--- src/rtl/matrix_pkg.sv ---
// Shared constants for the matrix datapath: error codes, loader state encoding, clog2 helper.
// No logic; constants only.
// Imported by the UART loader, the multiplier and the TX formatter.
package matrix_pkg;

  localparam int DIM_W = 8;

  // Error codes reported on err_code
  localparam logic [1:0] ERR_NONE     = 2'd0;
  localparam logic [1:0] ERR_BAD_SIZE = 2'd1;
  localparam logic [1:0] ERR_TIMEOUT  = 2'd2;

  // Loader FSM encoding
  localparam logic [1:0] S_SIZE   = 2'd0;
  localparam logic [1:0] S_LOAD_A = 2'd1;
  localparam logic [1:0] S_LOAD_B = 2'd2;

  // Ceiling log2, never below 1 so that derived vector widths stay legal
  function automatic int clog2(input int value);
    int result;
    result = 0;
    while ((1 << result) < value) begin
      result = result + 1;
    end
    if (result < 1) begin
      result = 1;
    end
    return result;
  endfunction

endpackage

--- src/rtl/uart_matrix_loader_elem_assembler.sv ---
// Packs a little-endian byte stream into ELEM_BYTES-wide elements.
// Latency: 'full' and 'elem' are combinational with the final byte strobe.
// No backpressure: every byte strobe is consumed in the cycle it arrives.
module elem_assembler
  import matrix_pkg::*;
#(
  parameter int ELEM_BYTES = 1
) (
  input  logic                    clk,
  input  logic                    rst,
  input  logic                    clear,
  input  logic                    byte_vld,
  input  logic [7:0]              byte_dat,
  output logic                    full,
  output logic [8*ELEM_BYTES-1:0] elem
);

  localparam int               CNT_W     = clog2(ELEM_BYTES);
  localparam logic [CNT_W-1:0] LAST_SLOT = CNT_W'(ELEM_BYTES - 1);

  logic [CNT_W-1:0]        cnt;
  logic [8*ELEM_BYTES-1:0] shreg;

  // Element as it looks with the incoming byte dropped into its slot
  always_comb begin
    full = byte_vld && (cnt == LAST_SLOT);
    elem = shreg;
    elem[8*cnt +: 8] = byte_dat;
  end

  // Capture bytes and advance the slot counter, wrapping after the last slot
  always_ff @(posedge clk) begin
    if (!rst || clear) begin
      cnt   <= '0;
      shreg <= '0;
    end else if (byte_vld) begin
      shreg <= elem;
      cnt   <= full ? '0 : cnt + 1'b1;
    end
  end

endmodule

--- src/rtl/uart_matrix_loader.sv ---
// Parses a UART byte frame (size N, N*N A elements, N*N B elements) into operand RAM writes.
// Latency: one clk from the last byte of an element to wr_en; load_done rides on the final write.
// No backpressure: the RAM write port always accepts; an idle line mid-frame aborts after TIMEOUT_CYC.
module uart_matrix_loader
  import matrix_pkg::*;
#(
  parameter int  MAX_N       = 16,
  parameter int  ELEM_BYTES  = 1,
  parameter int  TIMEOUT_CYC = 2000000,
  localparam int ADDR_W      = clog2(MAX_N * MAX_N),
  localparam int ELEM_W      = 8 * ELEM_BYTES
) (
  input  logic              clk,
  input  logic              rst,
  input  logic              rx_valid,
  input  logic [7:0]        rx_data,
  output logic              wr_en,
  output logic              wr_sel,
  output logic [ADDR_W-1:0] wr_addr,
  output logic [ELEM_W-1:0] wr_data,
  output logic [DIM_W-1:0]  dim,
  output logic              busy,
  output logic              load_done,
  output logic              err,
  output logic [1:0]        err_code
);

  localparam int               LIM_W    = ADDR_W + 1;
  localparam int               TMO_W    = clog2(TIMEOUT_CYC + 1);
  localparam logic [TMO_W-1:0] TMO_LAST = TMO_W'(TIMEOUT_CYC - 1);

  logic [1:0]        state;
  logic [LIM_W-1:0]  idx;
  logic [LIM_W-1:0]  limit;
  logic [TMO_W-1:0]  tmo_cnt;

  logic              busy_st;
  logic              byte_in;
  logic              size_ok;
  logic              accept_size;
  logic              reject_size;
  logic              timeout_hit;
  logic              elem_full;
  logic              write_elem;
  logic              last_elem;
  logic [ELEM_W-1:0] elem;
  logic [LIM_W-1:0]  limit_next;

  elem_assembler #(
    .ELEM_BYTES (ELEM_BYTES)
  ) u_asm (
    .clk      (clk),
    .rst      (rst),
    .clear    (!busy_st),
    .byte_vld (byte_in),
    .byte_dat (rx_data),
    .full     (elem_full),
    .elem     (elem)
  );

  // Per-cycle decisions; a byte arriving on the terminal timeout count wins
  always_comb begin
    busy_st     = (state == S_LOAD_A) || (state == S_LOAD_B);
    byte_in     = rx_valid && busy_st;
    size_ok     = (rx_data != 8'd0) && (int'(rx_data) <= MAX_N);
    accept_size = (state == S_SIZE) && rx_valid && size_ok;
    reject_size = (state == S_SIZE) && rx_valid && !size_ok;
    timeout_hit = busy_st && !rx_valid && (tmo_cnt == TMO_LAST);
    write_elem  = busy_st && elem_full;
    last_elem   = write_elem && (idx == limit - LIM_W'(1));
    limit_next  = LIM_W'(rx_data) * LIM_W'(rx_data);
  end

  assign busy = busy_st;

  // Frame sequencing: size accept, element index, A->B handover, abort on timeout
  always_ff @(posedge clk) begin
    if (!rst) begin
      state <= S_SIZE;
      idx   <= '0;
      limit <= '0;
      dim   <= '0;
    end else begin
      case (state)
        S_SIZE: begin
          if (accept_size) begin
            state <= S_LOAD_A;
            dim   <= rx_data;
            limit <= limit_next;
            idx   <= '0;
          end
        end
        S_LOAD_A, S_LOAD_B: begin
          if (timeout_hit) begin
            state <= S_SIZE;
            idx   <= '0;
          end else if (last_elem) begin
            idx   <= '0;
            state <= (state == S_LOAD_A) ? S_LOAD_B : S_SIZE;
          end else if (write_elem) begin
            idx <= idx + LIM_W'(1);
          end
        end
        default: begin
          state <= S_SIZE;
          idx   <= '0;
        end
      endcase
    end
  end

  // Registered write port and status strobes; data and address hold between writes
  always_ff @(posedge clk) begin
    if (!rst) begin
      wr_en     <= 1'b0;
      wr_sel    <= 1'b0;
      wr_addr   <= '0;
      wr_data   <= '0;
      load_done <= 1'b0;
      err       <= 1'b0;
      err_code  <= ERR_NONE;
    end else begin
      wr_en     <= 1'b0;
      load_done <= 1'b0;
      err       <= 1'b0;
      if (reject_size) begin
        err      <= 1'b1;
        err_code <= ERR_BAD_SIZE;
      end else if (timeout_hit) begin
        err      <= 1'b1;
        err_code <= ERR_TIMEOUT;
      end else if (write_elem) begin
        wr_en     <= 1'b1;
        wr_sel    <= (state == S_LOAD_B);
        wr_addr   <= idx[ADDR_W-1:0];
        wr_data   <= elem;
        load_done <= last_elem && (state == S_LOAD_B);
      end
    end
  end

  // Idle-line counter: runs only mid-frame, cleared by every received byte
  always_ff @(posedge clk) begin
    if (!rst || !busy_st || rx_valid) begin
      tmo_cnt <= '0;
    end else begin
      tmo_cnt <= tmo_cnt + TMO_W'(1);
    end
  end

endmodule

--- config.mk ---
export PLATFORM = sky130hd
export DESIGN_NAME = uart_matrix_loader
export DESIGN_NICKNAME = d
export VERILOG_FILES = /design/src/rtl/matrix_pkg.sv /design/src/rtl/uart_matrix_loader_elem_assembler.sv /design/src/rtl/uart_matrix_loader.sv
export SDC_FILE = /design/constraint.sdc
export NUM_CORES = 1
export LEC_CHECK = 0
export CORE_MARGIN = 8
export CORE_UTILIZATION = 57
export CTS_CLUSTER_DIAMETER = 200
export DETAILED_ROUTE_END_ITERATION = 10
export GPL_ROUTABILITY_DRIVEN = 0
export GPL_TIMING_DRIVEN = 1
export PLACE_DENSITY = 0.82
export SLEW_MARGIN = 25
export SYNTH_ARGS = -nofsm -noshare
export SYNTH_HDL_FRONTEND = slang
export SYNTH_SLANG_ARGS = --single-unit
--- constraint.sdc ---
create_clock -name clk -period 5.05 [get_ports clk]
set_input_delay 0.7575 -clock clk [delete_from_list [all_inputs] [get_ports clk]]
set_output_delay 0.7575 -clock clk [all_outputs]
set_load 0.02 [all_outputs]
Yosys cells after proc, flatten, opt, wreduce, memory -nomap -nowiden

Cells that the tools add are included.

Flip-flop bits (word level): 80
Latch bits: 0
Bits in writable memories: 0
Memory bits (read-only): 0
Logic and storage cells: 82
Memories kept: 0

Add/subtract/negate cells: 5
Multiply operators: 1
Divide/modulo/power cells: 0
Magnitude comparators: 1
Equal/unequal tests: 7
Shifts and indexed selects: 2
Mux-type cells: 17
Bitwise logic cells: 5
Reduce and logical (&&, ||, !) cells: 29

Operators by type and width:

| cell                                                            | count |
|---|---|
| 2-to-1 mux 9 bit                                                | 4 |
| negation 4 -> 34 bit                                            | 1 |
| variable shift 8 x 34 -> 8 bit (first input constant)           | 1 |
| variable part select 8 x 34 -> 8 bit                            | 1 |
| adder 21 x 1 -> 21 bit (second input constant)                  | 1 |
| equality test 21 bit (second input constant)                    | 1 |
| case mux 9 bit (2 select lines)                                 | 1 |
| logical AND 1 bit                                               | 11 |
| adder 9 x 1 -> 9 bit (second input constant)                    | 1 |
| equality test 9 bit                                             | 1 |
| multiplier 8 x 8 -> 9 bit                                       | 1 |
| subtractor 9 x 1 -> 9 bit (second input constant)               | 1 |
| bitwise mux 8 bit                                               | 1 |
| less-or-equal comparator 8 x 5 -> 1 bit (second input constant) | 1 |
| 2-to-1 mux 2 bit                                                | 4 |
| nonzero test 8 bit                                              | 1 |
| 2-to-1 mux 1 bit                                                | 6 |
| AND reduction 2 bit                                             | 3 |
| inverter 1 bit                                                  | 5 |
| logical NOT 1 bit                                               | 4 |
| inequality test 4 bit (second input constant)                   | 1 |
| case mux 2 bit (2 select lines)                                 | 1 |
| OR reduction 2 bit                                              | 2 |
| OR reduction 4 bit                                              | 1 |
| 10 further kinds                                                | 12 |

Depth between registers and ports, before layout

Depth in word-level cells: 9
Mapped depth: 18
Gate-level depth less buffers: 17

Modules after synthesis

A second synthesis with hierarchy kept.

Cell total of the unflattened synthesis: 465
Area total of the unflattened synthesis: 4267.8 um^2

By module, submodules not included:

| module             | times used | cells an instance | area each (um^2) | sequential area each (um^2) |
|---|---|---|---|---|
| uart_matrix_loader | 1          | 417               | 3827.4           | 1381.3 |
| elem_assembler     | 1          | 48                | 440.4            | 180.2 |

Least setup slack after synthesis

No wires, ideal clock.

Path kind: input-to-reg
From: input port rx_data[2]
To: register limit[8]
Library setup time: 0.087 ns
Arrival time: 3.907 ns
Required time: 4.963 ns
Setup slack: 1.056 ns
Stages: 16
Cells stage by stage: clkbuf_1 -> and2_1 -> ha_1 -> xnor2_1 -> ha_1 -> inv_1 -> fa_1 -> fa_1 -> inv_1 -> ha_1 -> nand2_1 -> o21ai_0 -> o21ai_0 -> nand2b_1 -> xnor2_1 -> o31ai_1

Longest elaborated chain between the ends: 4
Elaborated cells on any way between the ends: 6
Those cells by class: 1 x mul; 1 x order compare; 4 x reduce/logical

Ends and longest elaborated chain:

| item                                                              | RTL line                 | source |
|---|---|---|
| from (decl)                                                       | uart_matrix_loader.sv:16 | `input logic [7:0] rx_data,` |
| branches (longest 4 deep; another with multiplier 8 x 8 -> 9 bit) | --                       |  |
| to (signal assigned)                                              | uart_matrix_loader.sv:89 | `limit <= limit_next;` |
| to (decl)                                                         | uart_matrix_loader.sv:34 | `logic [LIM_W-1:0] limit;` |

Several ways; the timed one is not identified.
A chain may end at the register's enable or synchronous reset.

Worst setup path in the final report

From: input port rx_data[3]
To: register limit[8]

The elaborated chain is that of the path after synthesis.

==> tab_implementation.tex <==
\begin{tabular}{lr}
\hline
Metric & Value \\
\hline
\multicolumn{2}{l}{\textbf{Floorplan}} \\
\quad Core area & between 7000 and 8000 µm² \\
\quad Top-level port count & 42 \\
\quad Die width & between 100 and 150 µm \\
\quad Die Outline Area & 10600 µm² \\
\quad Starting density of the core & 0.589 \\
\quad Chip Height & slightly above 100 µm \\
\quad Cell Rows & 31 \\
\multicolumn{2}{l}{\textbf{Global route}} \\
\quad Total GRT Usage & 0.198 \\
\quad Overall overflow remaining after global route & 0 \\
\quad First-pass GRT wire length & about 16000 µm \\
\quad Number of global-route vias before repair & between 3000 and 4000 \\
\quad Maximum number of pins on one net before global-route repair & 23 \\
\quad Antenna violations before repair & 0 \\
\multicolumn{2}{l}{\textbf{Drt}} \\
\quad Via total after detailed routing & around 3500 \\
\quad Antenna-violating nets left & 0 \\
\quad Vias per cell & about 5.7 \\
\quad Iteration-0 DRC Markers & 127 \\
\quad WL final & between 9000 and 10000 µm \\
\quad Final routed wire length divided by cell count & $\sim$15 µm \\
\quad Drt first pass iters & 4 \\
\quad DRC errors left & 0 \\
\multicolumn{2}{l}{\textbf{STA}} \\
\quad Post-route fraction of the period consumed by the critical path & 0.867 \\
\quad Upper clock frequency limit & 228 MHz \\
\quad Minimum clock period & between 4 and 5 ns \\
\quad Slew headroom & 0.405 \\
\quad Total negative slack & 0 ns \\
\quad Slew at the pin with the worst max-slew slack & roughly 0.89 ns \\
\quad Final setup viols & 0 \\
\quad Final hold violation count & 0 \\
\quad RSZ-0062 raised after global routing & no \\
\quad Maximum clock skew at final layout & approximately 0.013 ns \\
\quad Final Max Tran Viols & 0 \\
\quad Setup WS post-layout & 0.673 ns \\
\multicolumn{2}{l}{\textbf{Clock tree}} \\
\quad Clock latency of the later-clocked register in the worst-skew pair & $\sim$0.36 ns \\
\quad Clock-pin slew of the registers on the worst-case setup and hold paths & roughly 0.080 ns \\
\quad Hold buffer count at cts & 0 \\
\quad Total CTS buffers & 9 \\
\quad H-tree levels & 3 \\
\quad Max Root-Sink Buffers & 2 \\
\quad CTS tree & done \\
\quad Clock Sinks & 78 \\
\quad Buffers inserted by post-CTS timing repair & 0 \\
\quad Clock Tree Root & sky130\_fd\_sc\_hd\_\_clkbuf\_8 \\
\quad Cells resized by post-CTS repair & 0 \\
\multicolumn{2}{l}{\textbf{Synthesis}} \\
\quad Post-Synthesis Cells & about 480 \\
\quad Post-synthesis cell area & approximately 4300 µm² \\
\quad Yosys warning total & 0 \\
\quad Dominant register cell in the synthesized netlist & sky130\_fd\_sc\_hd\_\_dfxtp\_1 \\
\quad Register area share after synthesis & 0.363 \\
\quad Synth unique cells & 67 \\
\quad Most area-hungry cell type in the Yosys netlist & sky130\_fd\_sc\_hd\_\_dfxtp\_1 \\
\quad Register bit total from synthesis & between 70 and 80 \\
\quad Top cells by area, synth & sky130\_fd\_sc\_hd\_\_dfxtp\_1 36\%, sky130\_fd\_sc\_hd\_\_ha\_1 6.4\%, sky130\_fd\_sc\_hd\_\_fa\_1 5.6\%, sky130\_fd\_sc\_hd\_\_nand2\_1 5.1\%, sky130\_fd\_sc\_hd\_\_xor2\_1 4.9\% \\
\quad Number of enable-type register cells in the synthesized netlist & 0 \\
\quad Synth Area per Inst & approximately 8.9 µm² \\
\quad Async set-or-reset flop fraction in the synthesized netlist & 0 \\
\quad Post-synth net total & 528 \\
\quad Area share of the leading cell type in the synthesized netlist & 0.363 \\
\multicolumn{2}{l}{\textbf{Placed design}} \\
\quad Pre-CTS WS & around 0.32 ns \\
\quad Port Buffer Count & between 40 and 50 \\
\quad HPWL after DPL & 7140 µm \\
\quad Instance count after placement with tap cells included & between 600 and 700 \\
\multicolumn{2}{l}{\textbf{Final layout}} \\
\quad Number of nets in the layout & $\sim$560 \\
\quad Layout fillers & approximately 600 \\
\quad Final Util & 0.683 \\
\quad Final non-filler cell total & 621 \\
\quad Number of diodes & 0 \\
\quad Synth-to-layout area growth & 16.0\% \\
\quad Ratio of cells with drive above 1 in the final layout & 0.0670 \\
\multicolumn{2}{l}{\textbf{Critical path}} \\
\quad WP data arrival & between 4 and 5 ns \\
\quad Critical Path Sink Type & flip-flop \\
\quad Startpoint class of the critical path & primary input \\
\quad Critical path required time & between 5 and 6 ns \\
\quad Crit-path max FO & 9 \\
\quad Crit path kind & primary input to flip-flop \\
\multicolumn{2}{l}{\textbf{Hold path}} \\
\quad HP Class & flip-flop to flip-flop \\
\multicolumn{2}{l}{\textbf{Pwr}} \\
\quad Total leakage power & roughly 1.9 nW \\
\quad Power density relative to cell area & $\sim$280 nW/µm² \\
\quad Maximum vdd ir drop & roughly 0.14 mV \\
\multicolumn{2}{l}{\textbf{Run status}} \\
\quad Outcome & completed \\
\multicolumn{2}{l}{\textbf{Job}} \\
\quad Max\_cap viols & 0 \\
\hline
\end{tabular}
[state kept, by name, summed over array words and instances, names as in the netlist]
register and flops:
wr_addr 8, state 2, err_code 2, idx 9, tmo_cnt 21, u_asm.cnt 1
wr_sel 1, dim 8, load_done 1, wr_en 1, wr_data 8, u_asm.shreg 8
err 1, limit 7
[power breakdown]
part	internal (mW)	switching, mW	total [mW]
registers	0.619	0.00375	0.623
logic	0.113	0.138	0.251
clock network	0.285	0.256	0.540
[metal layers]
metal	vias to the layer above	track usage	share of wire
met1	1705	0.237	0.45
met5	-	0	0
li1	1722	-	-
met4	0	0.0812	0.015
met3	14	0.0452	0.045
met2	68	0.333	0.49
[stage by stage]
| step | cell area [µm²] | power (mW) | hold WS (ns) |
|---|---|---|---|
| floorplan | 4300 | 0.827 | 0.413 |
| global placement | 4760 | 0.873 | 0.425 |
| detailed placement | 4760 | 0.886 | 0.432 |
| CTS | 4980 | 1.42 | 0.445 |
| global route | 4980 | 1.48 | 0.472 |
| finish | 4980 | 1.41 | 0.441 |
[cells by family (layout without fill, tap and decap cells)]
kind of cell | Yosys count | in the layout | synth area share
flip-flops | 78 | 78 | 0.363
AO/OA/AOI/OAI | 67 | 67 | 0.109
adder cells (fa/ha/maj) | 34 | 34 | 0.120
XOR/XNOR | 44 | 44 | 0.0897
multiplexers | 12 | 12 | 0.0282
buffers and inverters | 51 | 90 | 0.0472
AND/OR/NAND/NOR | 197 | 197 | 0.243
[cell type report]
cell class                      count  area [µm²]  area share
Tap cell                           99         124      0.0249
Inverter                           32         120      0.0241
Sequential cell                    78        1560       0.313
Timing Repair Buffer               42         418      0.0839
Clock buffer                        9         124      0.0249
Clock inverter                      7         103      0.0206
Multi-Input combinational cell    354        2530       0.508
[cells in the mapped netlist, types with 2 or more instances]
library cell                instances
sky130_fd_sc_hd__nand3_1           18
sky130_fd_sc_hd__or3_1              4
sky130_fd_sc_hd__mux2i_1           11
sky130_fd_sc_hd__and3_1             8
sky130_fd_sc_hd__dfxtp_1           78
sky130_fd_sc_hd__ha_1              22
sky130_fd_sc_hd__or4b_1             2
sky130_fd_sc_hd__o2bb2ai_1          8
sky130_fd_sc_hd__nor3_2             2
sky130_fd_sc_hd__or2_1              2
sky130_fd_sc_hd__nand2b_1           2
sky130_fd_sc_hd__nor4_1             4
sky130_fd_sc_hd__fa_1              12
sky130_fd_sc_hd__a22o_1             9
sky130_fd_sc_hd__xor2_1            24
sky130_fd_sc_hd__inv_1             30
sky130_fd_sc_hd__nand4b_1           3
sky130_fd_sc_hd__nor2b_1            7
sky130_fd_sc_hd__or4_1              2
sky130_fd_sc_hd__and3b_1            2
sky130_fd_sc_hd__nor3_1             4
sky130_fd_sc_hd__buf_4              2
sky130_fd_sc_hd__nand4_1           10
sky130_fd_sc_hd__nor4b_1            2
sky130_fd_sc_hd__and2_1             9
sky130_fd_sc_hd__a21oi_1           23
sky130_fd_sc_hd__xnor2_1           20
sky130_fd_sc_hd__nor2_1            44
sky130_fd_sc_hd__clkbuf_1          14
sky130_fd_sc_hd__nand2_1           58
sky130_fd_sc_hd__buf_2              3
sky130_fd_sc_hd__o21ai_0            9
[critical path, cell delays in order]
cell                              delay [ns]
sky130_fd_sc_hd__clkdlybuf4s50_1        0.71
sky130_fd_sc_hd__and2_1                 0.27
sky130_fd_sc_hd__xor2_1                 0.17
sky130_fd_sc_hd__ha_1                   0.18
sky130_fd_sc_hd__a21oi_1                0.06
sky130_fd_sc_hd__fa_1                   0.50
sky130_fd_sc_hd__inv_1                  0.04
sky130_fd_sc_hd__ha_1                   0.26
sky130_fd_sc_hd__inv_1                  0.05
sky130_fd_sc_hd__fa_1                   0.52
sky130_fd_sc_hd__inv_1                  0.04
sky130_fd_sc_hd__ha_1                   0.33
sky130_fd_sc_hd__nand2_1                0.08
sky130_fd_sc_hd__o21ai_0                0.08
sky130_fd_sc_hd__o21ai_0                0.16
sky130_fd_sc_hd__nand2b_1               0.09
sky130_fd_sc_hd__xnor2_1                0.13
sky130_fd_sc_hd__o31ai_1                0.20
[layout by cell type (no fill, tap or decap), drive strengths merged, types with 2 or more instances in the layout]
master | synthesis | routed
dfxtp | 78 | 78
nand2 | 60 | 60
nor2 | 45 | 45
clkdlybuf4s50 | 0 | 41
inv | 31 | 34
xor2 | 24 | 24
a21oi | 24 | 24
ha | 22 | 22
xnor2 | 20 | 20
nand3 | 18 | 18
fa | 12 | 12
mux2i | 11 | 11
nand4 | 10 | 10
o21ai | 10 | 10
and2 | 9 | 9
a22o | 9 | 9
clkbuf | 14 | 9
and3 | 9 | 9
o2bb2ai | 8 | 8
nor2b | 7 | 7
nor4 | 6 | 6
nor3 | 6 | 6
or3 | 4 | 4
nand4b | 3 | 3
nor4b | 3 | 3
or2 | 3 | 3
and3b | 2 | 2
nand2b | 2 | 2
or4 | 2 | 2
or4b | 2 | 2
bufinv | 0 | 2
clkinv | 1 | 2
o22a | 2 | 2
o211ai | 2 | 2
a211o | 2 | 2
and4b | 2 | 2
[final timing paths]
kind,startpoint,to,slack (ns),cells after the start
worst max register to register,state[0],state[0],2.46,8
worst min register to register,tmo_cnt[0],tmo_cnt[0],0.44,1
worst min-delay path,tmo_cnt[0],tmo_cnt[0],0.44,1
worst max-delay path,rx_data[3],limit[8],0.67,18
Note: power is estimated with default switching activity, not from simulation.
